[src/rtl/mc_sequencer_pkg.sv]
// Shared definitions for the multi-cycle control sequencer: opcodes,
// the halt encoding, FSM state encoding and pc source selects.
package mc_sequencer_pkg;

  localparam logic [2:0] OP_RTYPE = 3'b000;
  localparam logic [2:0] OP_ADDI  = 3'b001;
  localparam logic [2:0] OP_LW    = 3'b010;
  localparam logic [2:0] OP_SW    = 3'b011;
  localparam logic [2:0] OP_BEQ   = 3'b100;
  localparam logic [2:0] OP_JMP   = 3'b101;

  localparam logic [15:0] HALT_INSTR = 16'hFFFF;

  typedef enum logic [2:0] {
    S_IDLE,
    S_FETCH,
    S_DECODE,
    S_EXEC,
    S_MEM,
    S_WB,
    S_HALT,
    S_ERR
  } state_e;

  typedef enum logic [1:0] {
    PC_INC    = 2'd0,
    PC_BRANCH = 2'd1,
    PC_JUMP   = 2'd2
  } pc_src_e;

  // Opcode 110 is never valid; 111 is only valid as the full halt word.
  function automatic logic isIllegal(input logic [15:0] instr);
    logic [2:0] op;
    op = instr[15:13];
    return (op == 3'b110) || ((op == 3'b111) && (instr != HALT_INSTR));
  endfunction

endpackage

[src/rtl/mc_mem_wait.sv]
// Data-memory wait counter. Counts consecutive MEM cycles without a
// ready response and flags the cycle in which the budget runs out.
module mc_mem_wait #(
  parameter int MEM_TIMEOUT = 15,
  parameter int TW          = 4
) (
  input  logic clk,
  input  logic rst,
  input  logic in_mem_i,
  input  logic mem_ready_i,
  output logic timeout_o
);

  // The counter holds the number of unanswered MEM cycles already seen,
  // so the last allowed cycle is the one where it equals MEM_TIMEOUT-1.
  localparam logic [TW-1:0] LastWait = TW'(MEM_TIMEOUT - 1);

  logic [TW-1:0] count_q;
  logic [TW-1:0] count_d;

  // Next count: step while waiting in MEM, clear on ready or when outside MEM.
  always_comb begin
    count_d = '0;
    if (in_mem_i && !mem_ready_i) begin
      count_d = count_q + TW'(1);
    end
  end

  // Wait counter register.
  always_ff @(posedge clk or posedge rst) begin
    if (rst) begin
      count_q <= '0;
    end else begin
      count_q <= count_d;
    end
  end

  assign timeout_o = in_mem_i && !mem_ready_i && (count_q == LastWait);

endmodule

[src/rtl/mc_sequencer.sv]
// Multi-cycle control sequencer: fetch / decode / execute / mem / writeback
// for the 16-bit datapath, with a memory-ready timeout, halt and illegal
// opcode detection, and a retired-instruction counter.
module mc_sequencer #(
  parameter int MEM_TIMEOUT = 15,
  parameter int TW          = 4
) (
  input  logic        clk,
  input  logic        rst,
  input  logic        run,
  input  logic [15:0] instruction,
  input  logic        is_zero,
  input  logic        mem_ready,
  output logic        pc_we,
  output logic [1:0]  pc_src,
  output logic        ir_we,
  output logic        reg_we,
  output logic        reg_dest,
  output logic        alusrc,
  output logic        memtoreg,
  output logic        mem_req,
  output logic        mem_we,
  output logic        halted,
  output logic        err,
  output logic [15:0] retired
);

  import mc_sequencer_pkg::*;

  state_e      state_q;
  state_e      state_d;
  logic        retire_d;
  logic [15:0] retired_q;
  logic [2:0]  opcode;
  logic        inMem;
  logic        memTimeout;

  assign opcode = instruction[15:13];
  assign inMem  = (state_q == S_MEM);

  mc_mem_wait #(
    .MEM_TIMEOUT (MEM_TIMEOUT),
    .TW          (TW)
  ) u_mem_wait (
    .clk         (clk),
    .rst         (rst),
    .in_mem_i    (inMem),
    .mem_ready_i (mem_ready),
    .timeout_o   (memTimeout)
  );

  // Next-state selection and retire detection for every state.
  always_comb begin
    state_d  = state_q;
    retire_d = 1'b0;
    case (state_q)
      S_IDLE: begin
        if (run) state_d = S_FETCH;
      end
      S_FETCH: state_d = S_DECODE;
      S_DECODE: begin
        if (instruction == HALT_INSTR) state_d = S_HALT;
        else if (isIllegal(instruction)) state_d = S_ERR;
        else state_d = S_EXEC;
      end
      S_EXEC: begin
        case (opcode)
          OP_RTYPE, OP_ADDI: state_d = S_WB;
          OP_LW, OP_SW:      state_d = S_MEM;
          OP_BEQ, OP_JMP: begin
            state_d  = S_FETCH;
            retire_d = 1'b1;
          end
          default:           state_d = S_ERR;
        endcase
      end
      S_MEM: begin
        if (mem_ready) begin
          if (opcode == OP_SW) begin
            state_d  = S_FETCH;
            retire_d = 1'b1;
          end else begin
            state_d = S_WB;
          end
        end else if (memTimeout) begin
          state_d = S_ERR;
        end
      end
      S_WB: begin
        state_d  = S_FETCH;
        retire_d = 1'b1;
      end
      S_HALT:  state_d = S_HALT;
      S_ERR:   state_d = S_ERR;
      default: state_d = S_IDLE;
    endcase
  end

  // State register and retired counter; reset aborts any instruction at once.
  always_ff @(posedge clk or posedge rst) begin
    if (rst) begin
      state_q   <= S_IDLE;
      retired_q <= '0;
    end else begin
      state_q <= state_d;
      if (retire_d) retired_q <= retired_q + 16'd1;
    end
  end

  // Output decode from the current state; only the beq pc write looks at is_zero.
  always_comb begin
    pc_we    = 1'b0;
    pc_src   = PC_INC;
    ir_we    = 1'b0;
    reg_we   = 1'b0;
    reg_dest = 1'b0;
    alusrc   = 1'b0;
    memtoreg = 1'b0;
    mem_req  = 1'b0;
    mem_we   = 1'b0;
    halted   = 1'b0;
    err      = 1'b0;
    case (state_q)
      S_FETCH: begin
        ir_we  = 1'b1;
        pc_we  = 1'b1;
        pc_src = PC_INC;
      end
      S_EXEC: begin
        alusrc = (opcode == OP_ADDI) || (opcode == OP_LW) || (opcode == OP_SW);
        if (opcode == OP_BEQ) begin
          pc_we  = is_zero;
          pc_src = PC_BRANCH;
        end else if (opcode == OP_JMP) begin
          pc_we  = 1'b1;
          pc_src = PC_JUMP;
        end
      end
      S_MEM: begin
        alusrc  = 1'b1;
        mem_req = 1'b1;
        mem_we  = (opcode == OP_SW);
      end
      S_WB: begin
        reg_we   = 1'b1;
        reg_dest = (opcode == OP_RTYPE);
        alusrc   = (opcode == OP_ADDI) || (opcode == OP_LW);
        memtoreg = (opcode == OP_LW);
      end
      S_HALT:  halted = 1'b1;
      S_ERR:   err    = 1'b1;
      default: ;
    endcase
  end

  assign retired = retired_q;

endmodule
[config.mk]
export PLATFORM = sky130hd
export DESIGN_NAME = mc_sequencer
export DESIGN_NICKNAME = d
export VERILOG_FILES = /design/src/rtl/mc_sequencer_pkg.sv /design/src/rtl/mc_mem_wait.sv /design/src/rtl/mc_sequencer.sv
export SDC_FILE = /design/constraint.sdc
export NUM_CORES = 1
export LEC_CHECK = 0
export CAP_MARGIN = 20
export CORE_MARGIN = 1
export CORE_UTILIZATION = 65
export CTS_CLUSTER_DIAMETER = 100
export DETAILED_ROUTE_END_ITERATION = 7
export DONT_BUFFER_PORTS = 1
export PLACE_DENSITY_LB_ADDON = 0.1
export SKIP_LAST_GASP = 1
export SLEW_MARGIN = 0
export SYNTH_ARGS = -nofsm -noshare
export SYNTH_HDL_FRONTEND = slang
export SYNTH_SLANG_ARGS = --single-unit
[constraint.sdc]
create_clock -name clk -period 4.3 [get_ports clk]
set_clock_uncertainty 0.2 [all_clocks]
set_input_delay 0.43 -clock clk [delete_from_list [all_inputs] [get_ports clk]]
set_output_delay 0.43 -clock clk [all_outputs]
set_load 0.005 [all_outputs]
# Yosys cells after proc, flatten, opt, wreduce, memory -nomap -nowiden
# Cells that the tools add are included.
[totals]
out_inout_bits = 28
register_bits = 23
input_bits = 21
word_cells = 65
[op_classes]
reduce_logical = 13
eq_ne = 19
mux = 28
n_addsub = 2
[op_table]
columns = ["op", "count"]
rows = [
  ["$eq 3x3->1 const B", 8],
  ["$pmux 3 s8", 1],
  ["$mux 3", 6],
  ["$add 16x1->16 const B", 1],
  ["$eq 16x16->1 const B", 1],
  ["$ne 16x16->1 const B", 1],
  ["$mux 1", 13],
  ["$eq 3x2->1 const B", 4],
  ["$pmux 3 s3", 1],
  ["$eq 3x1->1 const B", 2],
  ["$logic_not 3->1", 2],
  ["$mux 2", 3],
  ["$pmux 1 s3", 2],
  ["$reduce_or 2->1", 3],
  ["$add 4x1->4 const B", 1],
  ["$eq 4x4->1 const B", 1],
  ["$mux 4", 1],
  ["$logic_and 1x1->1", 3],
  ["$logic_or 1x1->1", 3],
  ["$ne 3x3->1 const B", 1],
  ["$ne 2x2->1 const B", 1],
  ["$pmux 1 s2", 1],
  ["$reduce_and 2->1", 1],
  ["$logic_not 1->1", 1],
]

# Logic depth before layout (Yosys ltp)
# Gate-level depths: netlist of run 1.
[logic_depth]
depth_word = 6
ltp_mapped = 6
mapped_depth_nobuf = 6

# Modules after synthesis
# From an unflattened synthesis of run 1, not the netlist that was laid out.
[unflattened]
cells_unflattened = 144
hier_area_um2 = 1365.1
[by_module_without_submodules]
columns = ["module", "cells_each", "seq_area_each_um2", "area_each_um2", "instances"]
rows = [
  ["mc_sequencer", 125, 475.5, 1164.9, 1],
  ["mc_mem_wait", 19, 100.1, 200.2, 1],
]

# Worst setup path before layout of run 1
# OpenSTA, ideal clock, no wires.
[synth_path]
path_kind = "reg2out"
startpoint = "reg state_q[1]"
endpoint = "out alusrc"
path_slack_ps = 2508
required_ps = 3670
t_arrival_ps = 1162
stages_incl_launch_ff = 6
n_path_buf = 1
cell_sequence = "dfrtp_1 > clkbuf_1 > nand2_1 > nor2_1 > a21oi_1 > o32ai_1"
[synth_between]
elab_chain_len = 2
elab_cells_between_ends = 4
classes_between = "eq/ne: 3; mux: 1"
[synth_rtl]
columns = ["item", "line", "source"]
rows = [
  ["start, declared", "mc_sequencer.sv:30", "state_e state_q;"],
  ["start signal, assigned", "mc_sequencer.sv:105", "state_q <= state_d;"],
  ["$eq 3x3->1 or $eq 3x2->1 (tied branches)", "mc_sequencer.sv:123", "case (state_q)"],
  ["$pmux 1 s3 *", "mc_sequencer.sv:123", ""],
  ["end, declared", "mc_sequencer.sv:19", "output logic alusrc,"],
]
# Every way passes the cells marked *; elsewhere a longest branch is shown, timed or not.

# Final worst setup path of run 1
[layout_path]
startpoint = "reg state_q[1]"
endpoint = "out reg_dest"
[layout_between]
elab_chain_len = 2
[layout_rtl]
columns = ["item", "line", "source"]
rows = [
  ["$eq 3x3->1", "mc_sequencer.sv:123", ""],
  ["$mux 1", "mc_sequencer.sv:123", ""],
  ["end, declared", "mc_sequencer.sv:18", "output logic reg_dest,"],
]
# No other way between the ends.

==> impl_metrics.ini, run 1 <==
[timing]
fin_crit_ns = 2.39
timing.final.crit_share_pct = 55.5
maxSlewHeadroom_pct = 44.8
final_hold_viol_count = 0
fin_setup_tns_ns = 0
worst-slew-pin-transition_ns = 0.828
drv_slew = 0
setup_viol = 0
fmax_mhz = 419
rsz0062_at_grt = no

[finish]
fill_cells = 166
syn2layout_area_growth_pct = 4.03
n_antenna_cell = 0
nets = 162
drive_gt1_share_pct = 8.76
final_common_cell = dfrtp_1
layout_common_cells = dfrtp_1 (23), nor2_1 (14), xnor2_1 (13), nand2_1 (12)
final_cells = 164

[synth]
async_flop_share_pct = 100
ys.flop_type = dfrtp_1
yosys.area.top_type_share_pct = 43.1
synth.distinct_cells = 36
ys_ff_latch = 23
synth-edff-count = 0
synth-seq-area-share_pct = 43.1
synth.net_count = 160
synth.yosys.warnings = 0
synth_area_leader_cell = dfrtp_1
synth.area.top_cells = dfrtp_1 (43%), xnor2_1 (8.5%), nor2_1 (3.9%), nand2_1 (3.4%), and3_1 (3.3%)
netlist_area_sq_um = 1340
syn-instance-count = 136
syn_avg_cell_area_sq_um = 9.82

[setup_path]
crit_family = simple AND/OR/NAND/NOR gates
cp_max_fo = 16
cp.buffers_inverters = 0
critPathLaunchType = register
cp.required_ns = 3.67
cpPeakStageDelay_ns = 0.57
path_class = register to output pin
path_cells = nor2b_1, nand2_1, nor4_1
crit_path_end_kind = output pin
arrival_ns = 1.76
slowest_stage = dfrtp_1

[worst_hold_path]
min_path_type = input pin to register

[cts]
clock_latency_ns = 0.31
root_buffer = clkbuf_4
htree_levels = 1
numCtsBuffers = 3
clock_path_buffers = 2
post_cts_buffers = 0
cts_tree = yes
path_clk_slew_ns = 0.12
clock_sinks = 23

[drt]
route.detailed.drc = 0
vias_per_cell = 6.12
route.antenna.remaining_nets = 0
wl_per_cell_um = 15.3
drt_iter0_markers = 14
first_pass_iters = 4
wirelength_mm = 2.52
num_vias = 1004

[grt]
grt.overflow.total = 0
grt_max_degree = 24
antenna_found_initial = 0
grt_pass1_vias = 874
grtUsageTotal_pct = 24.5
grt_pass1_wl_mm = 3.74

[flow_run]
maxCapViolCount = 0

[power_and_ir_drop]
pwr_density_cell_nw_per_um2 = 454
ir_drop_uv = 425
power.leakage_uw = 0.000587

[floorplan]
initial_core_util_pct = 68.7
die_area_sq_um = 2240
die_h_um = 47.3
rows = 16
core_sq_um = 1940
die_w_um = 47.3
ioPinCount = 49

[place]
place_congestion = 0.817
dp_cells = 159
port_buffers = 0
hpwlAfterDp_mm = 1.86

[outcome]
outcome = finished clean
-- state kept, by name, indices dropped and copies added (netlist names) --
signal / count
u_mem_wait.count_q: 4
retired: 16
state_q: 3
-- Yosys cell counts, types with 2 or more instances --
library cell and count:
xor2_1 4, ha_1 3, nand2_1 12, xnor2_1 13, clkbuf_1 3, nand3_1 6
dfrtp_1 23, a31oi_1 2, nor2b_1 2, nor2_1 14, a21oi_1 6, or2b_1 2
nand2b_1 4, o21ai_0 5, nor3_1 2, inv_1 3, nand4_1 7, and3_1 7
-- where the power goes --
part	switching [uW]	internal, uW	total (uW)
combinational	92.4	101	194
sequential	85.1	253	338
clock	62.4	36.3	98.7
-- cells by family (layout without fill, tap and decap cells) --
group,count (synthesis),in the layout,share of synthesized area (%)
adders and majority gates,3,3,2.81
buffers and inverters,7,8,2.06
muxes,1,1,1.12
and+or+nand+nor,65,65,28.3
AOI/OAI and AO/OA,20,20,11.4
DFF,23,23,43.1
xor gates and xnor gates,17,17,11.2
-- final timing paths --
kind / start / end / slack [ns] / cells after the start
worst max-delay path: state_q[1]$_DFFE_PP0P_ / reg_dest / 1.91 / 3
worst min-delay path: instruction[14] / state_q[2]$_DFFE_PP0P_ / 0.14 / 2
worst max register to register: state_q[1]$_DFFE_PP0P_ / retired[8]$_DFFE_PP0P_ / 2.28 / 5
worst min register to register: u_mem_wait.count_q[0]$_DFF_PP0_ / u_mem_wait.count_q[0]$_DFF_PP0_ / 0.29 / 1
max in group asynchronous: rst / retired[3]$_DFFE_PP0P_ / 2.88 / 2
min in group asynchronous: rst / u_mem_wait.count_q[1]$_DFF_PP0_ / 0.51 / 2
-- cell type report --
cell class | instances | area [sq um] | share of cell area (%)
inverters | 3 | 11.3 | 0.811
clock buffers | 4 | 26.3 | 1.89
multi-input cells | 106 | 732 | 52.7
well taps | 27 | 33.8 | 2.43
repair buffers | 1 | 10.0 | 0.721
flip-flops and latches | 23 | 576 | 41.4
-- routing by layer --
| metal | GRT usage (%) | vias up | wire [um] |
|---|---|---|---|
| li1 | - | 475 | - |
| met1 | 31.6 | 485 | 1110 |
| met2 | 40.8 | 40 | 1240 |
| met3 | 6.15 | 4 | 131 |
| met4 | 6.86 | 0 | 31 |
| met5 | 0 | - | 0 |
-- per-stage QoR --
| stage | utilization (%) | area [sq um] | total power, uW | hold WS [ns] | setup slack, ns |
|---|---|---|---|---|---|
| after floorplan | - | 1340 | 498 | 0.232 | 2.51 |
| final | 71.5 | 1390 | 630 | 0.138 | 1.91 |
| after detailed placement | 69.7 | 1350 | 536 | 0.282 | 2.28 |
| after global routing | 71.5 | 1390 | 674 | 0.148 | 1.73 |
| after CTS | 71.5 | 1390 | 635 | 0.134 | 1.91 |
| after global placement | 69.7 | 1350 | 523 | 0.278 | 2.29 |
-- repair_timing --
action,in CTS,in global routing
gates resized for setup,0,0
setup endpoints to repair,0,0
hold buffers,1,0
endpoints found under the hold margin,23,0
No activity file was read; power rests on OpenSTA's default activity.
==> inputs of run 2 (changes only) <==
CORE_UTILIZATION = 61   (was 65)
clock period = 2.4 ns   (was 4.3 ns; I/O delays follow)
==> impl_metrics.ini, run 2 (synthesized netlist as in run 1, its figures left out) <==
[cts]
hold_buffers = 4
cts_tree = yes
root_buffer = clkbuf_4
clock_sinks = 23
post_cts_buffers = 0
cts_resized = 0
path_clk_slew_ns = 0.13
htree_levels = 1
clock_path_buffers = 2
numCtsBuffers = 3
clock_latency_ns = 0.31

[finish]
drive_gt1_share_pct = 9.93
multi_input_area_sq_um = 732
layout_common_cells = dfrtp_1 (23), nor2_1 (14), xnor2_1 (13), nand2_1 (12)
final_common_cell = dfrtp_1
regArea_sq_um = 576
largest_reg_flops = 16
final_cells = 168
n_antenna_cell = 0
syn2layout_area_growth_pct = 6.94
fill_cells = 150
nets = 166

[place]
port_buffers = 0
place_congestion = 0.790
hpwlAfterDp_mm = 1.81
dp_cells = 160

[drt]
wirelength_mm = 2.53
vias_per_cell = 6.12
wl_per_cell_um = 15.0
drt_iter0_markers = 22
route.antenna.remaining_nets = 0
first_pass_iters = 4
route.detailed.drc = 0
num_vias = 1028

[grt]
grtUsageTotal_pct = 23.0
grtUsageMet1_pct = 29.6
antenna_found_initial = 0
grt_util_met3_pct = 5.61
grt_pass1_wl_mm = 4.26
grt_max_degree = 24
use_met2_pct = 38.2
grt.busiest_layer = met2
grt.overflow.total = 0
grt_pass1_vias = 1041

[floorplan]
ioPinCount = 49
core_sq_um = 2000
die_h_um = 48.8
die_area_sq_um = 2380
rows = 16
die_w_um = 48.8
initial_core_util_pct = 66.7

[outcome]
outcome = finished clean

[power_and_ir_drop]
power.switching_uw = 439
p_seq_share_pct = 50.1
ir_drop_uv = 580
pwr_density_cell_nw_per_um2 = 811
clkPwrFrac_pct = 15.5
swShare_pct = 38.0
power_report.internal_total_uw = 718
comb_power_share_pct = 34.4
power.leakage_uw = 0.000605

[timing]
final_hold_viol_count = 0
worst-slew-pin-transition_ns = 0.887
fmax_mhz = 456
timing.final.crit_share_pct = 91.3
maxSlewHeadroom_pct = 40.8
fin_crit_ns = 2.19
setup_viol = 0
rsz0062_at_grt = no
fin_setup_tns_ns = 0
drv_slew = 0

[setup_path]
path_cells = nor2b_1, a21oi_1, o32ai_1
path_class = register to output pin
cp.required_ns = 1.96
cp_max_fo = 16
critPathLaunchType = register
cpPeakStageDelay_ns = 0.57
arrival_ns = 1.75
slowest_stage = dfrtp_1
crit_path_end_kind = output pin

[worst_hold_path]
min_path_type = input pin to register

[flow_run]
maxCapViolCount = 0
run 2: per-stage QoR:
step                power (uW)  hold slack (ns)  instance area (sq um)  utilization [%]  setup WS [ns]
global route              1240           0.0101                   1430             71.3         0.0245
global placement           948            0.151                   1360             67.9          0.503
finish                    1160           0.0161                   1430             71.3          0.208
CTS                       1160           0.0138                   1430             71.3          0.225
floorplan                  892           0.0419                   1340                -          0.676
detailed placement         965            0.152                   1360             67.9          0.467
run 2: power by group through the flow:
stage	logic [uW]	clock network (uW)	registers, uW
floorplan	345	0	547
global placement	368	0	580
detailed placement	381	0	584
CTS	398	184	578
global route	445	196	595
finish	398	180	579
run 2: worst paths after layout:
path | from | to | slack (ns) | cells after the start
min reg2reg | u_mem_wait.count_q[0]$_DFF_PP0_ | u_mem_wait.count_q[0]$_DFF_PP0_ | 0.30 | 1
min | mem_ready | state_q[1]$_DFFE_PP0P_ | 0.02 | 2
max | state_q[1]$_DFFE_PP0P_ | alusrc | 0.21 | 3
min in group asynchronous | rst | u_mem_wait.count_q[2]$_DFF_PP0_ | 0.35 | 2
max in group asynchronous | rst | retired[12]$_DFFE_PP0P_ | 1.11 | 2
max reg2reg | state_q[1]$_DFFE_PP0P_ | retired[1]$_DFFE_PP0P_ | 0.44 | 4
run 2: routing by layer:
metal | share of wire [%] | routed length (um) | vias up
li1 | - | - | 484
met1 | 45 | 1150 | 492
met2 | 47 | 1200 | 50
met3 | 6.6 | 167 | 2
met4 | 0.55 | 14 | 0
met5 | 0 | 0 | -
run 2: critical path, delay by kind of cell, from the launching register on:
family | cells | cell delay, ns
flip-flops | 1 | 0.57
AO/OA/AOI/OAI | 2 | 0.45
AND/OR/NAND/NOR | 1 | 0.41
run 2: area by class of cell:
class | count | area share, %
Multi-Input combinational cell | 106 | 51.3
Sequential cell | 23 | 40.3
Timing Repair Buffer | 5 | 3.33
Tap cell | 27 | 2.37
Clock buffer | 3 | 1.58
Inverter | 3 | 0.789
Clock inverter | 1 | 0.351
==> inputs of run 3 (changes only) <==
CORE_UTILIZATION = 47   (was 61)
DONT_BUFFER_PORTS = unset   (was 1)
clock period = 2.6 ns   (was 2.4 ns; I/O delays follow)
==> impl_metrics.ini, run 3 (synthesized netlist as in run 1, its figures left out) <==
[floorplan]
initial_core_util_pct = 51.5
rows = 18
core_sq_um = 2590
die_area_sq_um = 3060
die_h_um = 55.3
ioPinCount = 49
die_w_um = 55.3

[finish]
drive_gt1_share_pct = 9.68
nets = 211
final_common_cell = clkdlybuf4s50_1
layout_common_cells = clkdlybuf4s50_1 (48), dfrtp_1 (20), nor2_1 (14), xnor2_1 (13), nand2_1 (12)
n_antenna_cell = 0
largest_reg_flops = 16
syn2layout_area_growth_pct = 41.1
fill_cells = 205
design_area_sq_um = 1880

[place]
place_congestion = 0.821
hpwlAfterDp_mm = 2.26
dpl_cell_area_sq_um = 1850
port_buffers = 48

[timing]
fin_hold_ws_ns = 0.202
rsz0062_at_grt = no
fin_crit_ns = 2.44
timing.final.crit_share_pct = 93.7
fmax_mhz = 410
final_hold_viol_count = 0
setup_viol = 0
drv_slew = 0
fin_setup_tns_ns = 0
worst-slew-pin-transition_ns = 0.845
maxSlewHeadroom_pct = 43.6

[power_and_ir_drop]
ir_drop_uv = 575
power.leakage_uw = 0.000769
pwr_density_cell_nw_per_um2 = 669

[setup_path]
crit_path_end_kind = output pin
r2r_slack_ns = 0.64
crit_family = buffers and inverters
cpPeakStageDelay_ns = 0.55
cp_max_fo = 13
cp.required_ns = 2.14
arrival_ns = 1.98
path_class = register to output pin
cp.buffers_inverters = 1
path_cells = nor2b_1, a21oi_1, o32ai_1, clkdlybuf4s50_1
critPathLaunchType = register
slowest_stage = clkdlybuf4s50_1

[flow_run]
maxCapViolCount = 0

[drt]
vias_per_cell = 5.49
wirelength_mm = 3.00
wl_per_cell_um = 13.9
drt_iter0_markers = 26
route.antenna.remaining_nets = 0
route.detailed.drc = 0
num_vias = 1185
first_pass_iters = 4

[cts]
numCtsBuffers = 3
clock_path_buffers = 2
hold_buffers = 0
cts_tree = yes
path_clk_slew_ns = 0.13
root_buffer = clkbuf_4
clock_sinks = 23
htree_levels = 1
clock_latency_ns = 0.32

[outcome]
outcome = finished clean

[grt]
grt_max_degree = 24
antenna_found_initial = 0
grt_pass1_wl_mm = 5.14
grt_pass1_vias = 1176
grt.overflow.total = 0
grtUsageTotal_pct = 20.7

[worst_hold_path]
min_path_type = input pin to async pin
-- run 3: cell types whose count changed in the layout (fill, tap and decap cells not counted), sizes merged --
cell / delta
clkdlybuf4s50: +48
buf: +1
dlygate4sd3: -4
-- run 3: metrics by stage --
stage | std cells | worst slack (ns) | util (%) | total power (uW)
5_1_grt | 216 | 0.0108 | 72.7 | 1340
4_1_cts | 216 | 0.0239 | 72.6 | 1270
3_3_place_gp | 212 | 0.316 | 71.5 | 1070
6_report | 216 | 0.163 | 72.7 | 1260
3_5_place_dp | 212 | 0.231 | 71.5 | 1100
2_1_floorplan | 136 | 0.876 | - | 823
-- run 3: layout make-up --
type,count,area (sq um),area share (%)
Sequential cell,23,579,30.8
Timing Repair Buffer,50,495,26.3
Clock inverter,1,5.00,0.266
Clock buffer,3,22.5,1.20
Inverter,3,11.3,0.598
Tap cell,30,37.5,1.99
Multi-Input combinational cell,106,732,38.9
-- run 3: what timing repair did --
action,in CTS,in global routing
setup buffers,0,0
hold endpoints to repair,0,0
gates resized for setup,0,3
setup endpoints to repair,0,3
-- run 3: metal layers --
| layer | wire length [um] | global-route usage, % | share of wire [%] |
|---|---|---|---|
| met1 | 1290 | 24.0 | 43 |
| met2 | 1510 | 37.5 | 50 |
| met3 | 166 | 4.45 | 5.5 |
| met4 | 36 | 7.14 | 1.2 |
| met5 | 0 | 0 | 0 |
-- run 3: worst paths after layout --
check / startpoint / end / cells after the start
worst max-delay path: state_q[2]$_DFFE_PP0P_ / alusrc / 4
worst min-delay path: rst / u_mem_wait.count_q[0]$_DFF_PP0_ / 2
worst max register to register: state_q[1]$_DFFE_PP0P_ / retired[9]$_DFFE_PP0P_ / 6
worst min register to register: retired[15]$_DFFE_PP0P_ / retired[15]$_DFFE_PP0P_ / 1
max in group asynchronous: rst / state_q[2]$_DFFE_PP0P_ / 2
min in group clk: retired[15]$_DFFE_PP0P_ / retired[15]$_DFFE_PP0P_ / 1
-- run 3: power by group --
part           switching (uW)  total (uW)  leakage [uW]  internal (uW)
logic                     210         549      0.000452            339
registers                 125         547      0.000300            422
clock network             107         164     0.0000177           57.6
